**src/rtl/fetch_pkg.sv**
```systemverilog
// Shared definitions for the instruction prefetch unit.
//   - ADDR_W / DATA_W     : program ROM address and word widths
//   - DEFAULT_RESET_ADDR  : default first fetch address after reset
//   - fetch_entry_t       : one buffered fetch, {addr, data}
//   - next_pc()           : sequential fetch address, wraps modulo 2^16
package fetch_pkg;

  localparam int ADDR_W = 16;
  localparam int DATA_W = 16;

  localparam logic [ADDR_W-1:0] DEFAULT_RESET_ADDR = 16'h0000;

  typedef struct packed {
    logic [ADDR_W-1:0] addr;
    logic [DATA_W-1:0] data;
  } fetch_entry_t;

  // 16-bit arithmetic: 16'hffff is followed by 16'h0000, with no error flag.
  function automatic logic [ADDR_W-1:0] next_pc(input logic [ADDR_W-1:0] pc);
    return pc + ADDR_W'(1);
  endfunction

endpackage

```
**src/rtl/fetch_fifo.sv**
```systemverilog
// Generic synchronous circular-buffer FIFO.
// Ports:
//   clk, reset  : clock, synchronous active-high reset (clears storage too)
//   flush       : empties the FIFO and zeroes both pointers; storage is kept
//   push, push_data : write an entry; accepted when not full, or when full
//                     with a simultaneous pop
//   pop         : remove the head entry; ignored when empty
//   head        : registered head entry (mem[rd_ptr])
//   count       : occupancy 0..DEPTH
//   full, empty : occupancy flags
// DEPTH must be a power of two (2..8) so the pointers wrap naturally.
module fetch_fifo #(
  parameter int DEPTH = 2,
  parameter int WIDTH = 32
) (
  input  logic                     clk,
  input  logic                     reset,
  input  logic                     flush,
  input  logic                     push,
  input  logic [WIDTH-1:0]         push_data,
  input  logic                     pop,
  output logic [WIDTH-1:0]         head,
  output logic [$clog2(DEPTH):0]   count,
  output logic                     full,
  output logic                     empty
);

  localparam int PW = $clog2(DEPTH);

  logic [WIDTH-1:0] mem [DEPTH];
  logic [PW-1:0]    wr_ptr;
  logic [PW-1:0]    rd_ptr;
  logic             do_push;
  logic             do_pop;

  assign full  = (count == (PW+1)'(DEPTH));
  assign empty = (count == '0);
  assign head  = mem[rd_ptr];

  assign do_pop  = pop && !empty;
  // Writing into a full buffer is safe only because the head slot is freed
  // in the same cycle.
  assign do_push = push && (!full || do_pop);

  always_ff @(posedge clk) begin
    if (reset) begin
      for (int i = 0; i < DEPTH; i++) begin
        mem[i] <= '0;
      end
      wr_ptr <= '0;
      rd_ptr <= '0;
      count  <= '0;
    end else if (flush) begin
      // Flush dominates any push or pop in the same cycle.
      wr_ptr <= '0;
      rd_ptr <= '0;
      count  <= '0;
    end else begin
      if (do_push) begin
        mem[wr_ptr] <= push_data;
        wr_ptr      <= wr_ptr + PW'(1);
      end
      if (do_pop) begin
        rd_ptr <= rd_ptr + PW'(1);
      end
      case ({do_push, do_pop})
        2'b10:   count <= count + (PW+1)'(1);
        2'b01:   count <= count - (PW+1)'(1);
        default: count <= count;
      endcase
    end
  end

endmodule

```
**src/rtl/instruction_prefetch.sv**
```systemverilog
// Instruction prefetch unit between a same-cycle combinational program ROM
// and the CPU execute stage.
// Ports:
//   clk, reset      : clock, synchronous active-high reset
//   rom_addr        : fetch address to the ROM (equals the fetch pc)
//   rom_data        : ROM word for rom_addr, valid in the same cycle
//   instr_data      : head-of-buffer instruction word
//   instr_addr      : ROM address instr_data was fetched from
//   instr_valid     : buffer holds at least one word
//   instr_ready     : CPU accepts the head word
//   redirect        : one-cycle pulse, discard buffer and refetch
//   redirect_addr   : new fetch address, sampled with redirect
//   fifo_count      : registered buffer occupancy (debug / LED display)
//
// Handshake: a word transfers to the CPU on a rising edge where
// instr_valid && instr_ready are both high. instr_valid never depends on
// instr_ready, and instr_ready is ignored while instr_valid is low. While
// instr_valid is low, instr_data/instr_addr hold stale values.
module instruction_prefetch
  import fetch_pkg::*;
#(
  parameter int                DEPTH      = 2,
  parameter logic [ADDR_W-1:0] RESET_ADDR = DEFAULT_RESET_ADDR
) (
  input  logic                   clk,
  input  logic                   reset,
  output logic [ADDR_W-1:0]      rom_addr,
  input  logic [DATA_W-1:0]      rom_data,
  output logic [DATA_W-1:0]      instr_data,
  output logic [ADDR_W-1:0]      instr_addr,
  output logic                   instr_valid,
  input  logic                   instr_ready,
  input  logic                   redirect,
  input  logic [ADDR_W-1:0]      redirect_addr,
  output logic [$clog2(DEPTH):0] fifo_count
);

  logic [ADDR_W-1:0] pc;
  logic              pop;
  logic              push_en;
  logic              fifo_full;
  logic              fifo_empty;
  fetch_entry_t      push_entry;
  fetch_entry_t      head_entry;

  assign rom_addr    = pc;
  assign instr_valid = !fifo_empty;
  assign pop         = instr_valid && instr_ready;

  // The word at the old pc is dropped on a redirect; otherwise fetch whenever
  // there is (or will be, thanks to a pop) room in the buffer.
  assign push_en = !redirect && (!fifo_full || pop);

  assign push_entry.addr = pc;
  assign push_entry.data = rom_data;

  always_ff @(posedge clk) begin
    if (reset) begin
      pc <= RESET_ADDR;
    end else if (redirect) begin
      pc <= redirect_addr;
    end else if (push_en) begin
      pc <= next_pc(pc);
    end
  end

  fetch_fifo #(
    .DEPTH (DEPTH),
    .WIDTH ($bits(fetch_entry_t))
  ) u_fifo (
    .clk       (clk),
    .reset     (reset),
    .flush     (redirect),
    .push      (push_en),
    .push_data (push_entry),
    .pop       (pop),
    .head      (head_entry),
    .count     (fifo_count),
    .full      (fifo_full),
    .empty     (fifo_empty)
  );

  // Outputs come from the registered head entry, never from rom_data.
  assign instr_data = head_entry.data;
  assign instr_addr = head_entry.addr;

endmodule

```
**config.mk**
```make
export PLATFORM = sky130hd
export DESIGN_NAME = instruction_prefetch
export DESIGN_NICKNAME = d
export VERILOG_FILES = /design/src/rtl/fetch_pkg.sv /design/src/rtl/fetch_fifo.sv /design/src/rtl/instruction_prefetch.sv
export SDC_FILE = /design/constraint.sdc
export NUM_CORES = 1
export LEC_CHECK = 0
export ABC_AREA = 0
export CORE_UTILIZATION = 51
export DETAILED_ROUTE_END_ITERATION = 6
export PLACE_DENSITY_LB_ADDON = 0.25
export SLEW_MARGIN = 20
export SYNTH_ARGS = -nofsm -noshare
export SYNTH_HDL_FRONTEND = slang
export SYNTH_HIERARCHICAL = 1
export SYNTH_SLANG_ARGS = --single-unit
```
**constraint.sdc**
```tcl
create_clock -name clk -period 3.1 [get_ports clk]
set_input_delay 0.465 -clock clk [delete_from_list [all_inputs] [get_ports clk]]
set_output_delay 0.465 -clock clk [all_outputs]
set_load 0.01 [all_outputs]
```
Yosys cells after proc, flatten, opt, wreduce, memory -nomap -nowiden
Memories as Yosys holds them, arrays and structs flattened. A register that Yosys moved wholly into a read port is not among the register bits.
Index checks and enable logic that the tools add are counted.
{ "totals": {"register_bits": 20, "latch_bits": 0, "mem_bits_rw": 64, "mem_bits_ro": 0, "inputBits": 36, "output_inout_bits": 51, "elab_cells": 41, "memories": 1} }
{ "classes": {"add_sub_neg": 5, "n_mul": 0, "div_mod_pow": 0, "order_cmp": 0, "n_eq_ne": 3, "shifts": 0, "mux": 14, "bitwise_logic": 0, "reduce_logical": 14} }
{ "mem_list": {"columns": ["memory", "words", "word_bits", "read_ports", "rd_ports_with_merged_regs", "write_ports", "line", "text"], "rows": [
  ["u_fifo.mem", 2, 32, 1, 1, 2, "fetch_fifo.sv:30", "logic [WIDTH-1:0] mem [DEPTH];"]
]} }
{ "ops": {"columns": ["operator", "n"], "rows": [
  ["2-to-1 mux 16 bit", 2],
  ["2-to-1 mux 32 bit", 1],
  ["OR reduction 32 bit", 1],
  ["adder 16 x 1 -> 16 bit, second input constant", 1],
  ["2-to-1 mux 1 bit", 10],
  ["equality test 2 bit, second input constant", 2],
  ["logical AND 1 bit", 4],
  ["case mux 2 bit (2 select lines)", 1],
  ["nonzero test 2 bit", 2],
  ["logical NOT 1 bit", 3],
  ["adder 1 bit, second input constant", 2],
  ["adder 2 x 1 -> 2 bit, second input constant", 1],
  ["equality test 2 x 1 -> 1 bit, second input constant", 1],
  ["logical NOT 2 bit", 1],
  ["logical OR 1 bit", 2],
  ["OR reduction 2 bit", 1],
  ["subtractor 2 x 1 -> 2 bit, second input constant", 1]
]} }

Depth between registers and ports, before layout
Gate-level depths: netlist of run 1.
{ "logic_depth": {"ltp_word": 12, "mapped_depth": 9, "depth_no_buf": 6} }

Cells and area by module
Netlist of run 1, hierarchy kept.
{ "by_module_without_submodules": {"columns": ["mod", "instances", "cells_per_inst", "area_per_inst_um2", "seq_area_each_um2"], "rows": [
  ["fetch_fifo", 1, 203, 3067.9, 2021.9],
  ["instruction_prefetch", 1, 122, 988.4, 320.3]
]} }

Least setup slack after synthesis of run 1
Ideal clock, no wire load.
{ "synth_path": {"kind": "register to register", "start": "reg u_fifo.count[0]", "end": "mem u_fifo.mem[0][0] (enable)", "setup_time_ps": 375, "t_arrival_ps": 2196, "required_ps": 2725, "setup_slack_ps": 530, "stages_incl_launch_ff": 6, "n_path_buf": 1, "synth_period_minus_slack_ps": 2570, "cell_sequence": "dfxtp_1 > and2b_2 > clkbuf_1 > a21oi_1 > nor4b_4 > or2_2"} }
{ "synth_rtl": {"columns": ["element", "line", "text"], "rows": [
  ["start: declaration", "fetch_fifo.sv:23", "output logic [$clog2(DEPTH):0] count,"],
  ["start signal: assignment", "fetch_fifo.sv:67", "2'b10: count <= count + (PW+1)'(1);"],
  ["start signal: assignment", "fetch_fifo.sv:68", "2'b01: count <= count - (PW+1)'(1);"],
  ["start signal: assignment", "fetch_fifo.sv:69", "default: count <= count;"],
  ["end: declaration", "fetch_fifo.sv:30", null]
]} }

==> out/metrics.csv, run 1 <==
metric,value,unit
status,finished clean,
wire per inst,15.4,um
R2R Path End,u_fifo/mem[1][27],
syn_nets,362,
Hold WC Path Type,flip-flop to flip-flop,
TritonRoute pass-1 iters,5,
first-pass GRT wire length,12800,um
number of port buffers,86,
H-tree Lvls,3,
pre-CTS setup slack,0.342,ns
Placed Area,5030,um2
#FFs+latches synth,85,
RSZ-0062 raised after global routing,false,
Post-DRT Antenna Nets,0,
layout cell share with drive strength beyond 1,0.214,
Synth-to-Final Area Change,28.8,%
die height,91.2,um
pwr dens,459,nW/um2
CP Capture Type,flip-flop,
"Reg clk slew, reported paths",0.09,ns
"Clk Latency, worst-skew pair",0.35,ns
pin count of the biggest net entering global routing,34,
Worst Setup Start Kind,flip-flop,
die span in x,91.2,um
GPL Wtd Cong,0.793,
CTS resizes,0,
"Hold-fix buffers, CTS",0,
Die Area,8310,um2
Boundary Pins,87,
Max-Cap Viols,0,
# setup viols final,0,
period utilisation layout,0.787,
"Top FF cell, synth",edfxtp_1,
Post-synth EDFFs,64,
setup TNS,0,ns
Achievable Freq,410,MHz
ANT cells,0,
min setup slack post-route,0.660,ns
Rel. slew slack,0.487,
CTS root buf,clkbuf_8,
fin util,0.676,
Sink Count,85,
GRT overflow,0,
initial core utilization,0.525,
Worst Hold Endpoint,u_fifo/rd_ptr,
synth top area cells,"edfxtp_1 (47%), dfxtp_1 (10%), mux2_2 (8.1%)",
top cell type by total area after synthesis,edfxtp_1,
via count,2769,
"Min Clock Period, post-route",2.44,ns
Post-synth ARST share,0,
most frequent cells in the layout,"clkdlybuf4s50_1 (86), edfxtp_1 (64), and2_1 (41)",
required time of the critical path,3.10,ns
Overall Global Routing Usage,0.201,
"wirelength, routed",7970,um
initial antenna violation count,0,
syn_area_per_cell,12.5,um2
"most common cell after layout, fill and taps aside",clkdlybuf4s50_1,
DRC viols,0,
number of global-route vias before repair,2695,
Num CTS Buffers,9,
clock buffer depth,2,
Hold Crit Start,u_fifo/rd_ptr,
cell area after synthesis,4060,um2
vias per cell,5.35,
post-CTS setup repair buffer count,0,
RR Startpoint,u_fifo/count[1],
CP Data Arrival Time,2.44,ns
VDD IR-drop max,232,uV
share of the synthesized area in the top cell type,0.474,
Nets,448,
Final Cell Area,5220,um2
WHS Path Cells,2,
Final Hold Fails,0,
Yosys warning count,6,
Yosys cell types,52,
hold slack,0.525,ns
row count,32,
core area,7730,um2
Cells after Synth,325,
peak fanout along the critical path,32,
sequential area share after synthesis,0.577,
Worst-Margin Slew,0.770,ns
Iter 0 DRT Violations,83,
Worst Reg2Reg Path Length in Cells,6,
CP Class,flip-flop to flip-flop,
HPWL after DPL,5300,um
Lkg Pwr,1.89,nW
flop2flop setup slack,0.66,ns
max-slew violations,0,
CTS tree,done,
Final Skew,0.00411,ns
## cells in the mapped netlist (2+ instances only)
library cell,number
edfxtp_1,64
and2_1,41
mux2_2,29
and2_2,23
dfxtp_1,21
nor2_1,19
a211oi_1,10
nand2_1,10
a21oi_1,8
clkbuf_1,8
xnor2_1,8
inv_1,7
nand3_1,7
clkbuf_2,6
nand4_1,6
o21ai_0,5
a311oi_1,4
buf_2,3
mux2_1,3
nor3_1,3
a211oi_2,2
a31o_1,2
and2b_2,2
mux2i_1,2
o21a_1,2
o21bai_1,2
or2_2,2
xor2_1,2
## per-layer routing
layer	GRT usage	vias up	wire length [um]
met5	0	-	0
met1	0.246	1333	3390
li1	-	1337	-
met3	0.0377	14	428
met2	0.343	85	4000
met4	0.0979	0	157
## per-stage QoR
step | power [W] | std cells
global placement | 0.00164 | 502
finish | 0.00240 | 518
CTS | 0.00241 | 518
detailed placement | 0.00164 | 502
floorplan | 0.00147 | 325
global route | 0.00248 | 518
## state kept, by name, summed over array words and instances, names as in the netlist, named ones only
| signal | count |
|---|---|
| u_fifo/rd_ptr | 1 |
| rom_addr | 16 |
| u_fifo/mem | 64 |
| u_fifo/wr_ptr | 1 |
| u_fifo/count | 2 |
## kinds of logic after synthesis
kind of cell	after synthesis	share of synthesized area
buffers and inverters	27	0.0296
AND/OR/NAND/NOR	127	0.197
AO/OA/AOI/OAI	41	0.0771
adder cells (fa/ha/maj)	1	0.00308
XOR/XNOR	10	0.0216
multiplexers	34	0.0938
flip-flops	85	0.577
## worst max path at each step
stage | depth (start not counted) | from | slack (ns) | to
after floorplan | 5 | u_fifo/count[0] | 0.53 | u_fifo/mem[0][0]
after global placement | 6 | instr_ready | 0.39 | u_fifo/mem[1][21]
after detailed placement | 6 | instr_ready | 0.34 | u_fifo/mem[1][26]
after CTS | 6 | u_fifo/count[1] | 0.63 | u_fifo/mem[1][31]
after global routing | 6 | u_fifo/count[0] | 0.49 | u_fifo/mem[1][14]
final | 6 | u_fifo/count[1] | 0.66 | u_fifo/mem[1][27]
## report_power, final
group	internal (W)	switching (W)
combinational	0.000168	0.000122
sequential	0.00128	0.0000457
clock	0.000375	0.000407
total	0.00182	0.000574
## critical path, stage by stage (launching register included)
cell	delay [ns]
dfxtp_1	0.39
nor2_1	0.17
nand2b_4	0.26
inv_1	0.15
nor3b_4	0.26
and4b_2	0.26
or2_2	0.57
## area by class of cell
class	instances	area, um2
clock buffer	9	124
clock inverter	7	72.6
fill	557	2500
inverter	8	30.0
multi-input combinational	213	1590
sequential	85	2340
tap	102	128
timing repair buffer	94	933
Note: power is estimated with default switching activity, not from simulation.
==> inputs of run 2 (changes only) <==
==> constraint.sdc (replaced) <==
create_clock -name clk -period 2.3 [get_ports clk]
set_input_delay 0.345 -clock clk [delete_from_list [all_inputs] [get_ports clk]]
set_output_delay 0.345 -clock clk [all_outputs]
set_load 0.01 [all_outputs]
==> out/metrics.csv, run 2 (synthesized netlist as in run 1, its figures left out) <==
metric,value,unit,change
RSZ-0062 raised after global routing,false,,
WHS Path Cells,2,,unchanged
Placed Area,5160,um2,+2.6%
Worst Hold Endpoint,u_fifo/rd_ptr,,
peak fanout along the critical path,32,,unchanged
ANT cells,0,,unchanged
Sink Count,85,,unchanged
Num CTS Buffers,9,,unchanged
initial antenna violation count,0,,unchanged
fillers,547,,-1.8%
"Hold-fix buffers, CTS",0,,unchanged
most frequent cells in the layout,"clkdlybuf4s50_1 (86), edfxtp_1 (64), and2_1 (41)",,
Die Area,8310,um2,unchanged
wire per inst,16.0,um,+3.8%
"wirelength, routed",8450,um,+6.0%
Final Hold Fails,0,,unchanged
pre-CTS setup slack,0.0858,ns,-0.256 ns
Achievable Freq,462,MHz,
Nets,459,,+2.5%
# setup viols final,0,,unchanged
max-slew violations,0,,unchanged
max reg flops,64,,unchanged
CTS resizes,0,,unchanged
period utilisation layout,0.940,,
H-tree Lvls,3,,unchanged
Hold Crit Start,u_fifo/rd_ptr,,
Boundary Pins,87,,unchanged
first-pass GRT wire length,13600,um,+6.1%
CP Capture Type,output port,,
post-CTS setup repair buffer count,0,,unchanged
Worst Reg2Reg Path Length in Cells,4,,-2
Final Skew,0.00923,ns,+0.00511 ns
largest reg by FF count,u_fifo/mem,,
die span in x,91.2,um,unchanged
Worst Setup Start Kind,flip-flop,,
Max-Cap Viols,0,,unchanged
Final Cell Area,5440,um2,+4.2%
GPL Wtd Cong,0.846,,+6.7%
core area,7730,um2,unchanged
via count,2810,,+1.5%
Rel. slew slack,0.672,,+0.186
GRT overflow,0,,unchanged
required time of the critical path,1.96,ns,-1.14 ns
row count,32,,unchanged
Iter 0 DRT Violations,107,,+29%
die height,91.2,um,unchanged
RR Startpoint,u_fifo/count[0],,
HPWL after DPL,5610,um,+5.9%
Lkg Pwr,2.01,nW,+6.0%
pin count of the biggest net entering global routing,34,,unchanged
min setup slack post-route,0.137,ns,-0.522 ns
status,finished clean,,
CP Data Arrival Time,1.82,ns,-0.62 ns
pwr dens,673,nW/um2,+47%
flop2flop setup slack,0.31,ns,-0.35 ns
CTS root buf,clkbuf_8,,
number of global-route vias before repair,2889,,+7.2%
"Clk Latency, worst-skew pair",0.35,ns,about the same
initial core utilization,0.525,,unchanged
Synth-to-Final Area Change,34.2,%,
Hold WC Path Type,flip-flop to flip-flop,,
TritonRoute pass-1 iters,5,,unchanged
Overall Global Routing Usage,0.215,,+0.0140
Post-DRT Antenna Nets,0,,unchanged
"Min Clock Period, post-route",2.16,ns,
fin util,0.705,,+0.0285
number of port buffers,86,,unchanged
CTS tree,done,,
"most common cell after layout, fill and taps aside",clkdlybuf4s50_1,,
vias per cell,5.31,,-0.63%
R2R Path End,u_fifo/mem[1][4],,
DRC viols,0,,unchanged
layout cell share with drive strength beyond 1,0.237,,+0.0226
CP Class,flip-flop to output port,,
clock buffer depth,2,,unchanged
setup TNS,0,ns,unchanged
VDD IR-drop max,338,uV,+46%
"Reg clk slew, reported paths",0.08,ns,about the same
Worst-Margin Slew,0.491,ns,-0.279 ns
==> run 2: changes by cell type in the layout (fill, tap and decap cells not counted), sizes merged <==
cell | before | now
buf | 8 | 19
bufinv | 1 | 5
clkinv | 3 | 1
clkinvlp | 2 | 0
clkbuf | 9 | 10
inv | 9 | 8
==> run 2: worst max path at each step <==
stage	from	to
6_report	flip-flop	instr_addr[3]
4_1_cts	flip-flop	instr_addr[0]
3_3_place_gp	instr_ready	u_fifo/mem[1][13]
2_1_floorplan	u_fifo/count[1]	u_fifo/mem[1][0]
5_1_grt	flip-flop	instr_addr[3]
3_5_place_dp	instr_ready	u_fifo/mem[1][21]
==> run 2: through the flow <==
stage	power [W]	instances	hold slack (ns)
floorplan	0.00198	325	0.472
CTS	0.00369	529	0.523
finish	0.00367	529	0.520
global placement	0.00223	513	0.486
detailed placement	0.00224	513	0.505
global route	0.00378	529	0.545
==> run 2: worst max-delay path, stage by stage (launching register included) <==
cell             delay [ns]
dfxtp_1                0.37
buf_12                 0.22
mux2_2                 0.37
clkdlybuf4s50_1        0.48
==> run 2: final cells by class <==
class / instances / area, um2 / area share
clock buffers: 10 / 128 / 0.0234
clock inverters: 6 / 159 / 0.0292
inverters: 8 / 30.0 / 0.00552
multi-input cells: 213 / 1600 / 0.294
flip-flops and latches: 85 / 2340 / 0.430
well taps: 102 / 128 / 0.0234
repair buffers: 105 / 1050 / 0.194
==> run 2: power breakdown <==
group	leakage [nW]	switching [W]	total [W]	internal, W
Combinational	1.03	0.000180	0.000423	0.000243
Sequential	0.839	0.0000515	0.00178	0.00173
Clock	0.141	0.000520	0.00147	0.000945
==> run 2: per-layer routing <==
layer  GRT usage  share of wire  vias up
met5           0              0        -
met4       0.108          0.015        0
met3      0.0469          0.060       15
met2       0.381           0.52       86
met1       0.245           0.40     1343
li1            -              -     1366
==> inputs of run 3 (changes only) <==
--- a/config.mk
+++ b/config.mk
@@ -14,3 +14,4 @@
 export SYNTH_HDL_FRONTEND = slang
 export SYNTH_HIERARCHICAL = 1
 export SYNTH_SLANG_ARGS = --single-unit
+export TNS_END_PERCENT = 100
==> results of run 3 <==
No change in the layout: final DEF, timing and power equal those of run 2.
